### config.mk
export PLATFORM = sky130hd
export DESIGN_NAME = mem_initiator
export DESIGN_NICKNAME = d
export VERILOG_FILES = /design/src/rtl/mem_initiator.sv
export SDC_FILE = /design/constraint.sdc
export NUM_CORES = 1
export LEC_CHECK = 0
export ABC_CLOCK_PERIOD_IN_PS = 4200
export BUFFER_PORTS_ARGS = -buffer_cell sky130_fd_sc_hd__buf_2
export CAP_MARGIN = 5
export CORE_AREA = 2 2 112 114
export DETAILED_ROUTE_END_ITERATION = 10
export DIE_AREA = 0 0 114 116
export PLACE_DENSITY = 0.79
export SETUP_SLACK_MARGIN = 0.15
export SLEW_MARGIN = 20
export SYNTH_ARGS = -nofsm -noshare
export SYNTH_HDL_FRONTEND = slang
export SYNTH_SLANG_ARGS = --single-unit
### constraint.sdc
create_clock -name clk -period 4.2 [get_ports clk]
set_clock_uncertainty 0.1 [all_clocks]
set_input_delay 0.63 -clock clk [delete_from_list [all_inputs] [get_ports clk]]
set_output_delay 0.63 -clock clk [all_outputs]
set_load 0.02 [all_outputs]
### src/rtl/mem_initiator.sv
// Load/store initiator for the word RAM: sub-word stores go through read-modify-write,
// loads return zero-extended big-endian lanes. Optional MEM_ALIGN_CHECK_EN rejects misaligned accesses.
module mem_initiator #(
  parameter int ADDR_WIDTH = 20
) (
  input  logic                  clk,
  input  logic                  reset,
  input  logic                  i_req,
  input  logic                  i_we,
  input  logic [1:0]            i_size,
  input  logic [ADDR_WIDTH+1:0] i_addr,
  input  logic [31:0]           i_wdata,
  output logic                  o_busy,
  output logic                  o_ack,
  output logic [31:0]           o_rdata,
  output logic                  o_err,
  output logic [ADDR_WIDTH-1:0] o_mem_addr,
  output logic                  o_mem_read,
  output logic                  o_mem_write,
  output logic [31:0]           o_mem_wdata,
  input  logic [31:0]           i_mem_rdata,
  input  logic                  i_mem_done
);

  localparam logic [2:0] S_IDLE    = 3'd0;
  localparam logic [2:0] S_RD      = 3'd1;
  localparam logic [2:0] S_RD_WAIT = 3'd2;
  localparam logic [2:0] S_WR      = 3'd3;
  localparam logic [2:0] S_WR_WAIT = 3'd4;

  logic [2:0]  state;
  logic        we_q;
  logic [1:0]  size_q;
  logic [1:0]  off_q;
  logic [15:0] wdata_q;
  logic        misaligned;

`ifdef MEM_ALIGN_CHECK_EN
  assign misaligned = ((i_size == 2'b01) && i_addr[0]) ||
                      (i_size[1] && (i_addr[1:0] != 2'b00));
`else
  assign misaligned = 1'b0;
`endif

  // Big-endian: byte offset 0 lives in bits [31:24].
  function automatic logic [31:0] lane_extract(input logic [31:0] w, input logic [1:0] sz,
                                               input logic [1:0] off);
    logic [31:0] r;
    r = w;
    case (sz)
      2'b00: begin
        case (off)
          2'd0:    r = {24'b0, w[31:24]};
          2'd1:    r = {24'b0, w[23:16]};
          2'd2:    r = {24'b0, w[15:8]};
          default: r = {24'b0, w[7:0]};
        endcase
      end
      2'b01:   r = off[1] ? {16'b0, w[15:0]} : {16'b0, w[31:16]};
      default: r = w;
    endcase
    return r;
  endfunction

  function automatic logic [31:0] lane_merge(input logic [31:0] w, input logic [15:0] d,
                                             input logic [1:0] sz, input logic [1:0] off);
    logic [31:0] r;
    r = w;
    case (sz)
      2'b00: begin
        case (off)
          2'd0:    r = {d[7:0], w[23:0]};
          2'd1:    r = {w[31:24], d[7:0], w[15:0]};
          2'd2:    r = {w[31:16], d[7:0], w[7:0]};
          default: r = {w[31:8], d[7:0]};
        endcase
      end
      2'b01:   r = off[1] ? {w[31:16], d} : {d, w[15:0]};
      default: r = w;
    endcase
    return r;
  endfunction

  always_ff @(posedge clk or posedge reset) begin
    if (reset) begin
      state       <= S_IDLE;
      we_q        <= 1'b0;
      size_q      <= 2'b00;
      off_q       <= 2'b00;
      wdata_q     <= '0;
      o_busy      <= 1'b0;
      o_ack       <= 1'b0;
      o_rdata     <= '0;
      o_err       <= 1'b0;
      o_mem_addr  <= '0;
      o_mem_read  <= 1'b0;
      o_mem_write <= 1'b0;
      o_mem_wdata <= '0;
    end else begin
      o_mem_read  <= 1'b0;
      o_mem_write <= 1'b0;
      o_ack       <= 1'b0;
      o_err       <= 1'b0;
      case (state)
        S_IDLE: begin
          if (i_req) begin
            we_q       <= i_we;
            size_q     <= i_size;
            off_q      <= i_addr[1:0];
            wdata_q    <= i_wdata[15:0];
            o_mem_addr <= i_addr[ADDR_WIDTH+1:2];
            if (misaligned) begin
              o_ack   <= 1'b1;
              o_err   <= 1'b1;
              o_rdata <= '0;
            end else if (i_we && i_size[1]) begin
              state       <= S_WR;
              o_busy      <= 1'b1;
              o_mem_write <= 1'b1;
              o_mem_wdata <= i_wdata;
            end else begin
              state      <= S_RD;
              o_busy     <= 1'b1;
              o_mem_read <= 1'b1;
            end
          end
        end
        S_RD: state <= S_RD_WAIT;
        S_RD_WAIT: begin
          if (i_mem_done) begin
            if (!we_q) begin
              o_rdata <= lane_extract(i_mem_rdata, size_q, off_q);
              o_ack   <= 1'b1;
              o_busy  <= 1'b0;
              state   <= S_IDLE;
            end else begin
              // Sub-word store: splice the new lane into the word just read.
              o_mem_wdata <= lane_merge(i_mem_rdata, wdata_q, size_q, off_q);
              o_mem_write <= 1'b1;
              state       <= S_WR;
            end
          end
        end
        S_WR: state <= S_WR_WAIT;
        S_WR_WAIT: begin
          if (i_mem_done) begin
            o_ack  <= 1'b1;
            o_busy <= 1'b0;
            state  <= S_IDLE;
          end
        end
        default: begin
          state  <= S_IDLE;
          o_busy <= 1'b0;
        end
      endcase
    end
  end

endmodule

**After elaboration in Yosys (flattened, before gate mapping)**

Index checks and enable logic that the tools add are counted.
W data, S select, Z words.

- Bits in registers: 112
- Logic and storage cells: 72

- Equal/unequal tests: 13
- Muxes and demuxes: 34
- Bitwise logic cells: 2
- Reduce and logical (&&, ||, !) cells: 11

Operators by type and width:

| cell | count |
|---|---|
| $pmux W32 S2 | 3 |
| $mux W32 | 5 |
| $pmux W32 S3 | 1 |
| $pmux W8 S3 | 1 |
| $mux W16 | 1 |
| $pmux W3 S5 | 1 |
| $mux W1 | 14 |
| $ne A2 B2 Y1 const B | 6 |
| $reduce_and A5 Y1 | 2 |
| $mux W3 | 3 |
| $eq A3 B2 Y1 const B | 2 |
| $reduce_and A3 Y1 | 2 |
| $eq A2 B1 Y1 const B | 2 |
| $logic_not A2 Y1 | 2 |
| $mux W2 | 2 |
| $pmux W1 S2 | 2 |
| $pmux W1 S4 | 1 |
| $eq A3 B1 Y1 const B | 1 |
| $eq A3 B3 Y1 const B | 1 |
| $logic_not A3 Y1 | 1 |
| $eq A2 B2 Y1 const B | 1 |
| $not A1 Y1 | 2 |
| $reduce_and A2 Y1 | 1 |
| $reduce_bool A2 Y1 | 1 |
| 2 further kinds | 2 |

**Logic depth before layout (Yosys ltp)**

- Word-level depth: 6
- Gate-level depth with buffers: 8

**Worst setup path after synthesis**

No wires, ideal clock.

- Path type: input port to flip-flop
- Start point: in i_req
- End point: reg o_mem_addr[0]
- Setup time: 0.125 ns
- Arrival: 1.572 ns
- Required time: 3.975 ns
- Slack: 2.403 ns
- Cell stages on the path: 4
- Buffers on the path: 1
- Cell sequence: nand2b_1 > nor3_4 > buf_2 > mux2_2

- Cells in the longest elaborated chain, start to end: 1

RTL lines:

| item | line | source |
|---|---|---|
| from (decl) | 8 | `input logic i_req,` |
| $reduce_and A2 Y1 (no line) | n/a |  |
| to (signal assigned) | 111 | `o_mem_addr <= i_addr[ADDR_WIDTH+1:2];` |
| to (decl) | 17 | `output logic [ADDR_WIDTH-1:0] o_mem_addr,` |

No other way between the ends.
A chain may end at the register's enable or synchronous reset.

**Worst setup path after layout**

- Start point: reg state[1]
- End point: reg wdata_q[0]

- Cells in the longest elaborated chain, start to end: 2

RTL lines:

| item | line | source |
|---|---|---|
| from (decl) | 31 | `logic [2:0] state;` |
| from (signal assigned) | 86 | `state <= S_IDLE;` |
| from (signal assigned) | 117 | `state <= S_WR;` |
| from (signal assigned) | 122 | `state <= S_RD;` |
| $logic_not A3 Y1 | 104 | `case (state)` |
| $reduce_and A2 Y1 (no line) | n/a |  |
| to (signal assigned) | 110 | `wdata_q <= i_wdata[15:0];` |
| to (decl) | 35 | `logic [15:0] wdata_q;` |

No other way between the ends.

==> results.rst <==
.. list-table::
   :header-rows: 1

   * - Metric
     - Value
   * - Last weighted congestion value of the routability-driven placer
     - 0.871
   * - Most common cell after layout, fill and taps aside
     - sky130_fd_sc_hd__buf_2
   * - Number of sinks driven by the clock tree
     - 112
   * - Routing usage on met2
     - 39.8%
   * - DIE WIDTH
     - 114 um
   * - Buffers inserted by post-CTS timing repair
     - 0
   * - Fraction of layout instances using a drive strength above 1
     - 37.9%
   * - CTS H-tree lvls
     - 3
   * - Fraction of synthesized area in multiplexers
     - 12.4%
   * - Filler Cell Count
     - 1041
   * - Maximum clock insertion buffer count
     - 2
   * - Proportion of power drawn by the clock network
     - 14.6%
   * - Proportion of power drawn by combinational gates
     - 51.7%
   * - CP Buf/Inv Count
     - 1
   * - Number of warning messages in the yosys log
     - 0
   * - Share of the cycle needed by the critical path after routing
     - 59.5%
   * - Total of endpoints with negative setup slack in the final report
     - 0
   * - Num ports
     - 182
   * - Switching share of total power
     - 45.4%
   * - Relative area change from synthesis to final layout
     - 18.8%
   * - Critical path launch point type
     - register
   * - Max IR drop VDD
     - 460 uV
   * - WP data required
     - 4.35 ns
   * - CP cell instances
     - nand2b_1, nor3_4, buf_4, mux2_2
   * - Post-route minimum period
     - 2.50 ns
   * - Detailed-placement wirelength estimate
     - 12400 um
   * - DRC violations left
     - 0
   * - Reported leakage power
     - 0.00344 uW
   * - Quantity of gates resized following cts
     - 0
   * - P_int
     - 3290 uW
   * - Average cell area after synthesis
     - 9.95 um^2
   * - WS Path Type
     - register to register
   * - Register-to-Register Path Depth
     - 4
   * - Peak Freq
     - 0.400 GHz
   * - Sequential share of power
     - 33.7%
   * - Commonest cells after routing, fill and taps aside
     - sky130_fd_sc_hd__buf_2, sky130_fd_sc_hd__dfrtp_1, sky130_fd_sc_hd__nand2_1, sky130_fd_sc_hd__nor2_1, sky130_fd_sc_hd__mux2_2
   * - Simple-gate portion of the synthesized area
     - 12.9%
   * - Initial drt markers
     - 428
   * - Worst Path Max Fanout
     - 23
   * - Starting Density
     - 51.4%
   * - Number of slew-limit violations in the final report
     - 0
   * - Final core utilization
     - 61.1%
   * - Total CTS buffers
     - 9
   * - Tightest Hold Check Type
     - input port to async pin
   * - Relative slew margins
     - 27.7%
   * - Setup repair after global routing missed its margin
     - no
   * - Final critical-path setup slack
     - 1.70 ns
   * - Routed wire per std cell
     - 18.5 um
   * - Number of antenna violations at the first check in global routing
     - 1
   * - Outcome
     - complete, no violations
   * - Die outline area
     - 13200 um^2
   * - Tightest Pin Transition
     - 1.08 ns
   * - Count of nets left with antenna violations after detail routing
     - 0
   * - Synthesized flop and latch total
     - 112
   * - Post-synth design cell area
     - 6130 um^2
   * - Final hold violations
     - 0
   * - Longest individual stage delay on the worst path
     - 0.76 ns
   * - EDFF count, synth
     - 0
   * - First-pass detailed-route iteration total
     - 4
   * - Standard cell with the maximum stage delay on the critical path
     - sky130_fd_sc_hd__nor3_4
   * - Die height
     - 116 um
   * - Register area share after synthesis
     - 45.7%
   * - Largest net degree at the start of global routing
     - 75
   * - Overall power of the completed layout
     - 6020 uW
   * - Unique cell type count in the Yosys netlist
     - 51
   * - Share of flip-flops with an asynchronous set or reset after synthesis
     - 100%
   * - Synth Area in Adders
     - 0%
   * - Clk_lat worst skew
     - 0.36 ns
   * - Crit path DAT
     - 2.65 ns
   * - Net switching power figure
     - 2730 uW
   * - Max cap viols
     - 0
   * - Antenna Cells
     - 0
   * - Area fraction in compound gates after synthesis
     - 23.4%
   * - Crit. path cell count
     - 4
   * - Ratio of total power to cell area
     - 827 nW/um^2
   * - Primary FF master, synth
     - sky130_fd_sc_hd__dfrtp_1
   * - Share of the synthesized netlist area taken by xor and xnor gates
     - 0%
   * - Mapped Cells
     - 616
   * - Global-route track usage on met3
     - 5.91%
   * - Routed vias/inst
     - 5.88
   * - Peak-usage layer in the global routing report
     - met2
   * - Post-Route WL
     - 16800 um
   * - Gr usage total
     - 25.5%
   * - CTS tree
     - done
   * - Post-Synthesis Net Count
     - 709
   * - Placeable core area
     - 11900 um^2
   * - Met1 track demand over resource
     - 35.6%
   * - Vias in the first global route
     - 4979
   * - Number of nets in the layout
     - 851
   * - Fin Hold WS
     - 0.357 ns
   * - Kind of capture point of the worst setup path
     - register
   * - Number of buffers inserted by hold repair at cts
     - 0
   * - Setup TNS
     - 0 ns
   * - Placement-stage worst setup slack
     - 1.54 ns
   * - Number of port buffers
     - 180
   * - Standard-cell rows
     - 40
   * - Main combinational cell family by area after synthesis
     - compound AO/OA/AOI/OAI gates
   * - Global-route wire length before repair
     - 26200 um
   * - Via count
     - 5352
   * - Clock Pin Slew Worst Setup and Hold Paths
     - 0.07 ns
   * - Cell family contributing the most delay on the critical path
     - simple AND/OR/NAND/NOR gates
   * - Remaining global-route overflow
     - 0
   * - Root buffer selected by CTS
     - sky130_fd_sc_hd__clkbuf_16
[Yosys cell counts (2+ instances only)]
library cell / n / area share (%)
sky130_fd_sc_hd__a211oi_1: 9 / 1.1
sky130_fd_sc_hd__a21oi_1: 16 / 1.3
sky130_fd_sc_hd__a21oi_2: 12 / 1.7
sky130_fd_sc_hd__a221oi_1: 8 / 1.1
sky130_fd_sc_hd__a22o_1: 30 / 4.3
sky130_fd_sc_hd__a22oi_1: 22 / 2.7
sky130_fd_sc_hd__a31oi_1: 2 / 0.20
sky130_fd_sc_hd__buf_2: 29 / 2.4
sky130_fd_sc_hd__buf_4: 5 / 0.61
sky130_fd_sc_hd__buf_6: 6 / 1.1
sky130_fd_sc_hd__clkbuf_1: 15 / 0.92
sky130_fd_sc_hd__dfrtp_1: 112 / 46
sky130_fd_sc_hd__inv_1: 6 / 0.37
sky130_fd_sc_hd__mux2_2: 46 / 8.5
sky130_fd_sc_hd__mux2i_1: 23 / 3.8
sky130_fd_sc_hd__nand2_1: 84 / 5.1
sky130_fd_sc_hd__nand2b_1: 5 / 0.51
sky130_fd_sc_hd__nor2_1: 56 / 3.4
sky130_fd_sc_hd__nor2b_1: 10 / 1.0
sky130_fd_sc_hd__o211ai_1: 17 / 2.1
sky130_fd_sc_hd__o21a_1: 2 / 0.24
sky130_fd_sc_hd__o21ai_0: 40 / 3.3
sky130_fd_sc_hd__o21ai_1: 7 / 0.57
sky130_fd_sc_hd__o221a_2: 7 / 1.3
sky130_fd_sc_hd__o31ai_1: 7 / 0.86
sky130_fd_sc_hd__o31ai_2: 8 / 1.6
sky130_fd_sc_hd__or3b_1: 6 / 0.86
sky130_fd_sc_hd__or3b_2: 3 / 0.43
[final timing paths]
| path | start | to | slack (ns) |
|---|---|---|---|
| max | state[1]$_DFFE_PP0P_ | wdata_q[0]$_DFFE_PP0P_ | 1.70 |
| min | reset | o_mem_addr[9]$_DFFE_PP0P_ | 0.36 |
| max reg2reg | state[1]$_DFFE_PP0P_ | wdata_q[0]$_DFFE_PP0P_ | 1.70 |
| min reg2reg | o_rdata[17]$_DFFE_PP0P_ | o_rdata[17]$_DFFE_PP0P_ | 0.38 |
| max in group asynchronous | reset | o_rdata[7]$_DFFE_PP0P_ | 2.79 |
| min in group clk | i_size[0] | size_q[0]$_DFFE_PP0P_ | 0.38 |
[power groups by stage]
| stage | logic (uW) | clock network (uW) | registers (uW) |
|---|---|---|---|
| after global placement | 3010 | 0 | 2000 |
| after global routing | 3380 | 936 | 2100 |
| after floorplan | 2020 | 0 | 2300 |
| final | 3110 | 878 | 2030 |
| after detailed placement | 3100 | 0 | 2040 |
| after CTS | 3110 | 894 | 2020 |
[per-layer routing]
metal,up-vias,wire [um]
li1,2518,-
met1,2587,7530
met2,223,7640
met3,22,1350
met4,2,271
met5,-,13
[cell families after synthesis]
group | after synthesis
and+or+nand+nor | 176
muxes | 70
AOI/OAI and AO/OA | 194
buffers and inverters | 63
other | 1
DFF | 112
[registers in the layout (all words and copies together), names as in the netlist]
name / count
o_busy: 1
o_mem_read: 1
o_rdata: 32
state: 3
o_ack: 1
wdata_q: 16
we_q: 1
size_q: 2
o_mem_addr: 20
off_q: 2
o_mem_wdata: 32
o_mem_write: 1
[stage by stage]
| step | instance area, um^2 | cells |
|---|---|---|
| finish | 7280 | 910 |
| floorplan | 6130 | 616 |
| global placement | 6970 | 894 |
| global route | 7280 | 910 |
| CTS | 7270 | 910 |
| detailed placement | 6970 | 894 |
[worst register-to-register path, cell delays in order (launching register included)]
cell and delay, ns:
sky130_fd_sc_hd__dfrtp_1 0.49, sky130_fd_sc_hd__nand2b_1 0.25, sky130_fd_sc_hd__nor3_4 0.76, sky130_fd_sc_hd__buf_4 0.42
sky130_fd_sc_hd__mux2_2 0.37
[cell type report]
class | instances | area, um^2 | area share, %
Clock inverter | 7 | 78.8 | 1.08
Sequential cell | 112 | 2800 | 38.5
Clock buffer | 9 | 225 | 3.09
Tap cell | 147 | 184 | 2.53
Multi-Input combinational cell | 441 | 3010 | 41.3
Timing Repair Buffer | 187 | 953 | 13.1
Inverter | 7 | 28.8 | 0.395
Note: power is estimated with default switching activity, not from simulation.
